**src/rtl/s7_pkg.sv**
```systemverilog
// s7_pkg: shared definitions for the 7-segment capture path.
//   - SEG_0 .. SEG_9, SEG_BLANK : segment patterns (bit0 = a .. bit6 = g, 1 = lit)
//   - BCD_BLANK                 : BCD code reported for a blank digit
//   - dwell_state_t             : dwell FSM encoding (IDLE / SETTLE / HELD)
//   - one_hot32()               : true when exactly one bit of the vector is set
package s7_pkg;

  localparam logic [6:0] SEG_0     = 7'h3F;
  localparam logic [6:0] SEG_1     = 7'h06;
  localparam logic [6:0] SEG_2     = 7'h5B;
  localparam logic [6:0] SEG_3     = 7'h4F;
  localparam logic [6:0] SEG_4     = 7'h66;
  localparam logic [6:0] SEG_5     = 7'h6D;
  localparam logic [6:0] SEG_6     = 7'h7D;
  localparam logic [6:0] SEG_7     = 7'h07;
  localparam logic [6:0] SEG_8     = 7'h7F;
  localparam logic [6:0] SEG_9     = 7'h6F;
  localparam logic [6:0] SEG_BLANK = 7'h00;

  localparam logic [3:0] BCD_BLANK = 4'hF;

  typedef enum logic [1:0] {
    IDLE   = 2'd0,
    SETTLE = 2'd1,
    HELD   = 2'd2
  } dwell_state_t;

  // Narrower vectors are zero-extended by the caller; a zero vector is not one-hot.
  function automatic logic one_hot32(input logic [31:0] v);
    return (v != 32'd0) && ((v & (v - 32'd1)) == 32'd0);
  endfunction

endpackage

```
**src/rtl/s7_seg2bcd.sv**
```systemverilog
// s7_seg2bcd: combinational 7-segment pattern to BCD decoder.
//   segments : input  7-bit pattern (bit0 = a .. bit6 = g)
//   valid    : output 1 when the pattern is a digit 0-9 or blank
//   bcd      : output decoded value (blank -> 4'hF, 4'h0 when invalid)
module s7_seg2bcd
  import s7_pkg::*;
(
  input  logic [6:0] segments,
  output logic       valid,
  output logic [3:0] bcd
);

  // Pattern lookup; anything outside the table is flagged invalid.
  always_comb begin
    valid = 1'b1;
    bcd   = 4'h0;
    case (segments)
      SEG_0:     bcd = 4'd0;
      SEG_1:     bcd = 4'd1;
      SEG_2:     bcd = 4'd2;
      SEG_3:     bcd = 4'd3;
      SEG_4:     bcd = 4'd4;
      SEG_5:     bcd = 4'd5;
      SEG_6:     bcd = 4'd6;
      SEG_7:     bcd = 4'd7;
      SEG_8:     bcd = 4'd8;
      SEG_9:     bcd = 4'd9;
      SEG_BLANK: bcd = BCD_BLANK;
      default: begin
        valid = 1'b0;
        bcd   = 4'h0;
      end
    endcase
  end

endmodule

```
**src/rtl/s7_segment_capture.sv**
```systemverilog
// s7_segment_capture: reconstructs the BCD digits shown on a multiplexed
// 7-segment bus. A (select, segments) pair must stay unchanged for
// STABLE_CYCLES samples before it is evaluated once; a frame is published
// once every digit has been captured.
//   i_clk, i_rst     : clock, asynchronous active-high reset
//   i_segments       : segment pattern (bit0 = a .. bit6 = g)
//   i_segments_sel   : one-hot digit select, bit k = digit k
//   o_bcd_data       : last complete frame, nibble k = digit k
//   o_valid          : frame is newer than TIMEOUT_CYCLES
//   o_frame_stb      : one-cycle pulse when o_bcd_data updates
//   o_err            : one-cycle pulse on invalid pattern or multi-hot select
// Optional: define S7_SEGMENT_CAPTURE_SYNC_EN to add 2-flop input
// synchronizers (all latencies grow by 2 cycles).
module s7_segment_capture
  import s7_pkg::*;
#(
  parameter int DISPLAYS_NUM   = 6,
  parameter int STABLE_CYCLES  = 4,
  parameter int TIMEOUT_CYCLES = 1048576
) (
  input  logic                      i_clk,
  input  logic                      i_rst,
  input  logic [6:0]                i_segments,
  input  logic [DISPLAYS_NUM-1:0]   i_segments_sel,
  output logic [4*DISPLAYS_NUM-1:0] o_bcd_data,
  output logic                      o_valid,
  output logic                      o_frame_stb,
  output logic                      o_err
);

  localparam int CNT_W = $clog2(STABLE_CYCLES + 1);
  localparam int TO_W  = $clog2(TIMEOUT_CYCLES + 1);
  localparam logic [CNT_W-1:0]        CNT_ZERO    = CNT_W'(0);
  localparam logic [CNT_W-1:0]        CNT_ONE     = CNT_W'(1);
  localparam logic [CNT_W-1:0]        STABLE_LAST = CNT_W'(STABLE_CYCLES);
  localparam logic [TO_W-1:0]         TO_ZERO     = TO_W'(0);
  localparam logic [TO_W-1:0]         TO_ONE      = TO_W'(1);
  localparam logic [TO_W-1:0]         TO_LAST     = TO_W'(TIMEOUT_CYCLES);
  localparam logic [DISPLAYS_NUM-1:0] SEL_ZERO    = {DISPLAYS_NUM{1'b0}};
  localparam logic [DISPLAYS_NUM-1:0] MASK_FULL   = {DISPLAYS_NUM{1'b1}};

  logic [6:0]              seg_s;
  logic [DISPLAYS_NUM-1:0] sel_s;

`ifdef S7_SEGMENT_CAPTURE_SYNC_EN
  logic [6:0]              seg_meta_r, seg_sync_r;
  logic [DISPLAYS_NUM-1:0] sel_meta_r, sel_sync_r;

  // Two-flop synchronizers for an asynchronous display source.
  always_ff @(posedge i_clk or posedge i_rst) begin
    if (i_rst) begin
      seg_meta_r <= 7'h00;
      seg_sync_r <= 7'h00;
      sel_meta_r <= SEL_ZERO;
      sel_sync_r <= SEL_ZERO;
    end else begin
      seg_meta_r <= i_segments;
      seg_sync_r <= seg_meta_r;
      sel_meta_r <= i_segments_sel;
      sel_sync_r <= sel_meta_r;
    end
  end

  assign seg_s = seg_sync_r;
  assign sel_s = sel_sync_r;
`else
  assign seg_s = i_segments;
  assign sel_s = i_segments_sel;
`endif

  dwell_state_t            state_r, state_nx;
  logic [CNT_W-1:0]        cnt_r, cnt_nx;
  logic [DISPLAYS_NUM-1:0] lat_sel_r, lat_sel_nx;
  logic [6:0]              lat_seg_r, lat_seg_nx;
  logic                    eval_s;
  logic                    pair_same_s;

  assign pair_same_s = (sel_s == lat_sel_r) && (seg_s == lat_seg_r);

  // Dwell FSM next state: a new pair restarts the count at 1, and the
  // cycle the count reaches STABLE_CYCLES is the single evaluation cycle.
  always_comb begin
    state_nx   = state_r;
    cnt_nx     = cnt_r;
    lat_sel_nx = lat_sel_r;
    lat_seg_nx = lat_seg_r;
    eval_s     = 1'b0;
    if (sel_s == SEL_ZERO) begin
      state_nx = IDLE;
      cnt_nx   = CNT_ZERO;
    end else if ((state_r == IDLE) || !pair_same_s) begin
      lat_sel_nx = sel_s;
      lat_seg_nx = seg_s;
      cnt_nx     = CNT_ONE;
      if (CNT_ONE == STABLE_LAST) begin
        eval_s   = 1'b1;
        state_nx = HELD;
      end else begin
        state_nx = SETTLE;
      end
    end else begin
      case (state_r)
        SETTLE: begin
          cnt_nx = cnt_r + CNT_ONE;
          if (cnt_nx == STABLE_LAST) begin
            eval_s   = 1'b1;
            state_nx = HELD;
          end else begin
            state_nx = SETTLE;
          end
        end
        HELD:    state_nx = HELD;
        default: begin
          state_nx = IDLE;
          cnt_nx   = CNT_ZERO;
        end
      endcase
    end
  end

  // Dwell FSM registers.
  always_ff @(posedge i_clk or posedge i_rst) begin
    if (i_rst) begin
      state_r   <= IDLE;
      cnt_r     <= CNT_ZERO;
      lat_sel_r <= SEL_ZERO;
      lat_seg_r <= 7'h00;
    end else begin
      state_r   <= state_nx;
      cnt_r     <= cnt_nx;
      lat_sel_r <= lat_sel_nx;
      lat_seg_r <= lat_seg_nx;
    end
  end

  logic       dec_valid_s;
  logic [3:0] dec_bcd_s;
  logic       sel_onehot_s;

  s7_seg2bcd u_seg2bcd (
    .segments (seg_s),
    .valid    (dec_valid_s),
    .bcd      (dec_bcd_s)
  );

  assign sel_onehot_s = one_hot32(32'(sel_s));

  logic [DISPLAYS_NUM-1:0][3:0] shadow_r, shadow_nx;
  logic [DISPLAYS_NUM-1:0][3:0] bcd_r, bcd_nx;
  logic [DISPLAYS_NUM-1:0]      mask_r, mask_nx;
  logic [TO_W-1:0]              to_cnt_r, to_cnt_nx;
  logic                         valid_r, valid_nx;
  logic                         stb_r, stb_nx;
  logic                         err_r, err_nx;
  logic                         frame_done_s;

  assign frame_done_s = (mask_r == MASK_FULL);

  // Capture, frame publication and timeout. Clears happen first so a
  // capture in the same cycle lands in the fresh mask.
  always_comb begin
    shadow_nx = shadow_r;
    bcd_nx    = bcd_r;
    mask_nx   = mask_r;
    to_cnt_nx = to_cnt_r;
    valid_nx  = valid_r;
    stb_nx    = 1'b0;
    err_nx    = 1'b0;
    if (frame_done_s) begin
      bcd_nx    = shadow_r;
      valid_nx  = 1'b1;
      stb_nx    = 1'b1;
      to_cnt_nx = TO_ZERO;
      mask_nx   = SEL_ZERO;
    end else if (to_cnt_r != TO_LAST) begin
      to_cnt_nx = to_cnt_r + TO_ONE;
      if (to_cnt_nx == TO_LAST) begin
        valid_nx = 1'b0;
        mask_nx  = SEL_ZERO;
      end else begin
        valid_nx = valid_r;
      end
    end else begin
      to_cnt_nx = to_cnt_r;
    end
    if (eval_s) begin
      if (sel_onehot_s && dec_valid_s) begin
        mask_nx = mask_nx | sel_s;
        for (int k = 0; k < DISPLAYS_NUM; k++) begin
          shadow_nx[k] = sel_s[k] ? dec_bcd_s : shadow_r[k];
        end
      end else begin
        err_nx = 1'b1;
      end
    end else begin
      err_nx = 1'b0;
    end
  end

  // Datapath and output registers.
  always_ff @(posedge i_clk or posedge i_rst) begin
    if (i_rst) begin
      shadow_r <= '{default: 4'h0};
      bcd_r    <= '{default: 4'h0};
      mask_r   <= SEL_ZERO;
      to_cnt_r <= TO_ZERO;
      valid_r  <= 1'b0;
      stb_r    <= 1'b0;
      err_r    <= 1'b0;
    end else begin
      shadow_r <= shadow_nx;
      bcd_r    <= bcd_nx;
      mask_r   <= mask_nx;
      to_cnt_r <= to_cnt_nx;
      valid_r  <= valid_nx;
      stb_r    <= stb_nx;
      err_r    <= err_nx;
    end
  end

  assign o_bcd_data  = bcd_r;
  assign o_valid     = valid_r;
  assign o_frame_stb = stb_r;
  assign o_err       = err_r;

endmodule
```
**config.mk**
```make
export PLATFORM = sky130hd
export DESIGN_NAME = s7_segment_capture
export DESIGN_NICKNAME = d
export VERILOG_FILES = /design/src/rtl/s7_pkg.sv /design/src/rtl/s7_seg2bcd.sv /design/src/rtl/s7_segment_capture.sv
export SDC_FILE = /design/constraint.sdc
export NUM_CORES = 1
export LEC_CHECK = 0
export ABC_AREA = 1
export CAP_MARGIN = 10
export CORE_MARGIN = 5
export CORE_UTILIZATION = 64
export DETAILED_ROUTE_END_ITERATION = 16
export DONT_BUFFER_PORTS = 1
export GPL_TIMING_DRIVEN = 0
export PLACE_DENSITY = 0.83
export SLEW_MARGIN = 20
export SYNTH_ARGS = -nofsm -noshare
export SYNTH_HDL_FRONTEND = slang
export SYNTH_SLANG_ARGS = --single-unit
```
**constraint.sdc**
```tcl
create_clock -name i_clk -period 4 [get_ports i_clk]
set_input_delay 0.8 -clock i_clk [delete_from_list [all_inputs] [get_ports i_clk]]
set_output_delay 0.8 -clock i_clk [all_outputs]
set_load 0.02 [all_outputs]
```
==> reports/metrics.cfg <==
[detailed_routing]
drtPass1Iterations = 4
drt_iter0_drc = 242
wl_um = 11200
ant_nets = 0
num_vias = 4389
drcViolationCount = 0
routed_via_density = 5.56
drt-wirelength-per-cell_um = 14.2

[run]
maxCapViolations = 0

[timing]
period_needed_ns = 2.22
setup_viol = 0
fin_crit_sh_pct = 55.4
timing.hold.ws_ns = 0.250
fin_ws_ns = 1.78
slew_viol_final = 0
hold_viol = 0
worst-slew-pin-transition_ns = 0.694
finClkSkew_ns = 0.0156
slew_headroom_pct = 53.7
fmax_ghz = 0.451
rsz0062_at_grt = no

[clocking]
htreeDepth = 3
clock-sinks = 96
root_buffer = clkbuf_8
clk_latency_ns = 0.38
cts.path.max_buffers = 2
cts_tree = done
path_clk_slew_ns = 0.12
cts_hold_buffers = 0
cts_setup_buffers = 0
cts_resized = 0
numCtsBuffers = 9

[grt]
grt_pass1_vias = 4178
use_met1_pct = 33.1
grt_overflow = 0
grt_pass1_wl_um = 19300
antenna_found_initial = 0
grt_start_max_net_pins = 65
top_usage_layer = met2
use_met2_pct = 37.9
use_met3_pct = 6.72
grt_usage_pct = 24.2

[pwr]
p_sw_uw = 463
clkPwrFrac_pct = 38.5
seqPwrFrac_pct = 57.4
internal-power_uw = 1250
p_sw_share_pct = 27.0
combPwrFrac_pct = 4.0
p_leak_uw = 0.00284
power.density_nw_per_um2 = 316
ir_drop_mv = 0.232

[logic_synthesis]
yosys_warnings = 0
ys_ff_latch = 96
ys_types = 34
netlist_instances = 671
ys_seq_area_share_pct = 47.5
netlist_area_um2 = 5060
synth.net_count = 694
syn_area_per_cell_um2 = 7.54

[outcome]
status = complete, no violations

[floorplan]
die_h_um = 98.9
coreArea_um2 = 7730
fp.dieArea_um2 = 9780
die_w_um = 98.9
pin_count = 42
row_count = 32
start_util_pct = 65.5

[worst_setup_path]
cp_data_required_time_ns = 4.25
critPathLaunchType = flip-flop
cp_max_fo = 7
cp.arrival_ns = 2.47
crit-reg2reg-launch = to_cnt_r[0]$_DFFE_PP0P_
crit_path_end_kind = flip-flop
critical_path_class = reg2reg
startpoint = to_cnt_r[0]$_DFFE_PP0P_

[final_layout]
drive_gt1_share_pct = 8.43
finish.instance_area_um2 = 5420
nFillCells = 596
synthToLayoutAreaGrowth_pct = 7.22
antenna_cells = 0
final_cells = 790
fin_nets = 706
final_common_cell = nand2_1
mostFrequentLayoutCells = nand2_1 (261), dfrtp_1 (96), nor2_1 (69)

[worst_hold_path]
min_path_type = in2async

[place]
dpl.hpwl_um = 8510
placed_area_um2 = 5220
portBuffers = 0
place_ws_ns = 1.62
gp_congestion = 0.905
post-place-cells = 774

[worst paths after layout]
kind	endpoint	slack, ns	cells past startpoint
min	o_bcd_data[23]$_DFFE_PP0P_	0.25	1
max	o_valid$_DFFE_PP0P_	1.78	12
min reg2reg	shadow_r[0]$_DFFE_PP0P_	0.48	2
min in group i_clk	shadow_r[0]$_DFFE_PP0P_	0.48	2
max reg2reg	o_valid$_DFFE_PP0P_	1.78	12
max in group asynchronous	to_cnt_r[1]$_DFFE_PP0P_	3.13	2
[per-stage QoR]
stage                     total power [uW]  TNS, ns  utilization (%)
final                                 1710        0             70.2
after global routing                  1780        0             70.2
after CTS                             1720        0             70.2
after detailed placement              1070        0             67.5
after global placement                1070   -21.01             67.1
after floorplan                       1050        0                -
[logic make-up (layout without fill, tap and decap cells)]
kind of cell / Yosys count / after routing / synth area share, %
AO/OA/AOI/OAI: 39 / 39 / 4.03
XOR/XNOR: 7 / 7 / 1.21
adder cells (fa/ha/maj): 8 / 8 / 1.98
buffers and inverters: 79 / 96 / 6.16
flip-flops: 96 / 96 / 47.5
AND/OR/NAND/NOR: 442 / 442 / 39.1
[flip-flops by register name, summed over array words and instances, names as in the netlist, 2 cells and up]
register    flops
lat_seg_r       7
cnt_r           3
o_bcd_data     24
to_cnt_r       21
state_r         2
lat_sel_r       6
mask_r          6
shadow_r       24
[synth_stat cells]
library cell	count	area share, %
nor2_2	10	1.2
dfrtp_1	96	47
nand2_1	261	19
nand3_4	7	2.4
o21ai_1	3	0.30
nand3b_1	2	0.30
inv_1	56	4.2
buf_6	1	0.22
ha_1	8	2.0
inv_2	8	0.59
and3_1	2	0.25
nor4_1	2	0.25
nor2_4	3	0.67
clkinv_1	1	0.074
nand3_1	55	5.4
nor3b_1	1	0.15
nand4_2	1	0.25
xor2_1	3	0.52
buf_2	6	0.59
xnor2_1	4	0.69
nor2_1	69	5.1
clkbuf_1	6	0.45
buf_1	1	0.074
a21boi_0	1	0.15
o2111ai_1	1	0.17
nand4_1	12	1.5
nor3_1	13	1.3
nor2_8	1	0.40
nand3_2	1	0.20
o31ai_1	1	0.15
nor3_2	1	0.20
o21ai_0	21	2.1
nand2_2	1	0.12
a21oi_1	12	1.2
[routing by layer]
layer | vias to the layer above | wire length, um
li1 | 2157 | -
met4 | 0 | 155
met3 | 19 | 816
met5 | - | 0
met2 | 149 | 5320
met1 | 2064 | 4940
[layout make-up]
cell class              count  area, um2  share of cell area, %
clock inverters             7       81.3                   1.50
clock buffers               9        124                   2.28
inverters                  65        249                   4.59
multi-input cells         496       2340                   43.2
flip-flops and latches     96       2400                   44.3
repair buffers              1       27.5                  0.507
well taps                 102        128                   2.35
plain buffers              14       67.6                   1.25
[worst max-delay path, cell delays in order (launching register included)]
cell     delay, ns
dfrtp_1       0.47
ha_1          0.22
nand2_1       0.11
nor2_2        0.22
nand2_1       0.18
nor2_2        0.18
nand3_1       0.11
nand2_1       0.08
nand3_1       0.07
nor2_1        0.13
nand3_2       0.17
nand2_1       0.11
nand2_1       0.05
[power by group through the flow]
stage               Combinational (uW)  Clock (uW)  Sequential [uW]
floorplan                         53.0           0             1000
global placement                  64.3           0             1000
detailed placement                70.5           0             1000
CTS                               70.9         665              983
global route                      80.9         714              985
finish                            69.2         660              983
No activity file was read; power rests on OpenSTA's default activity.
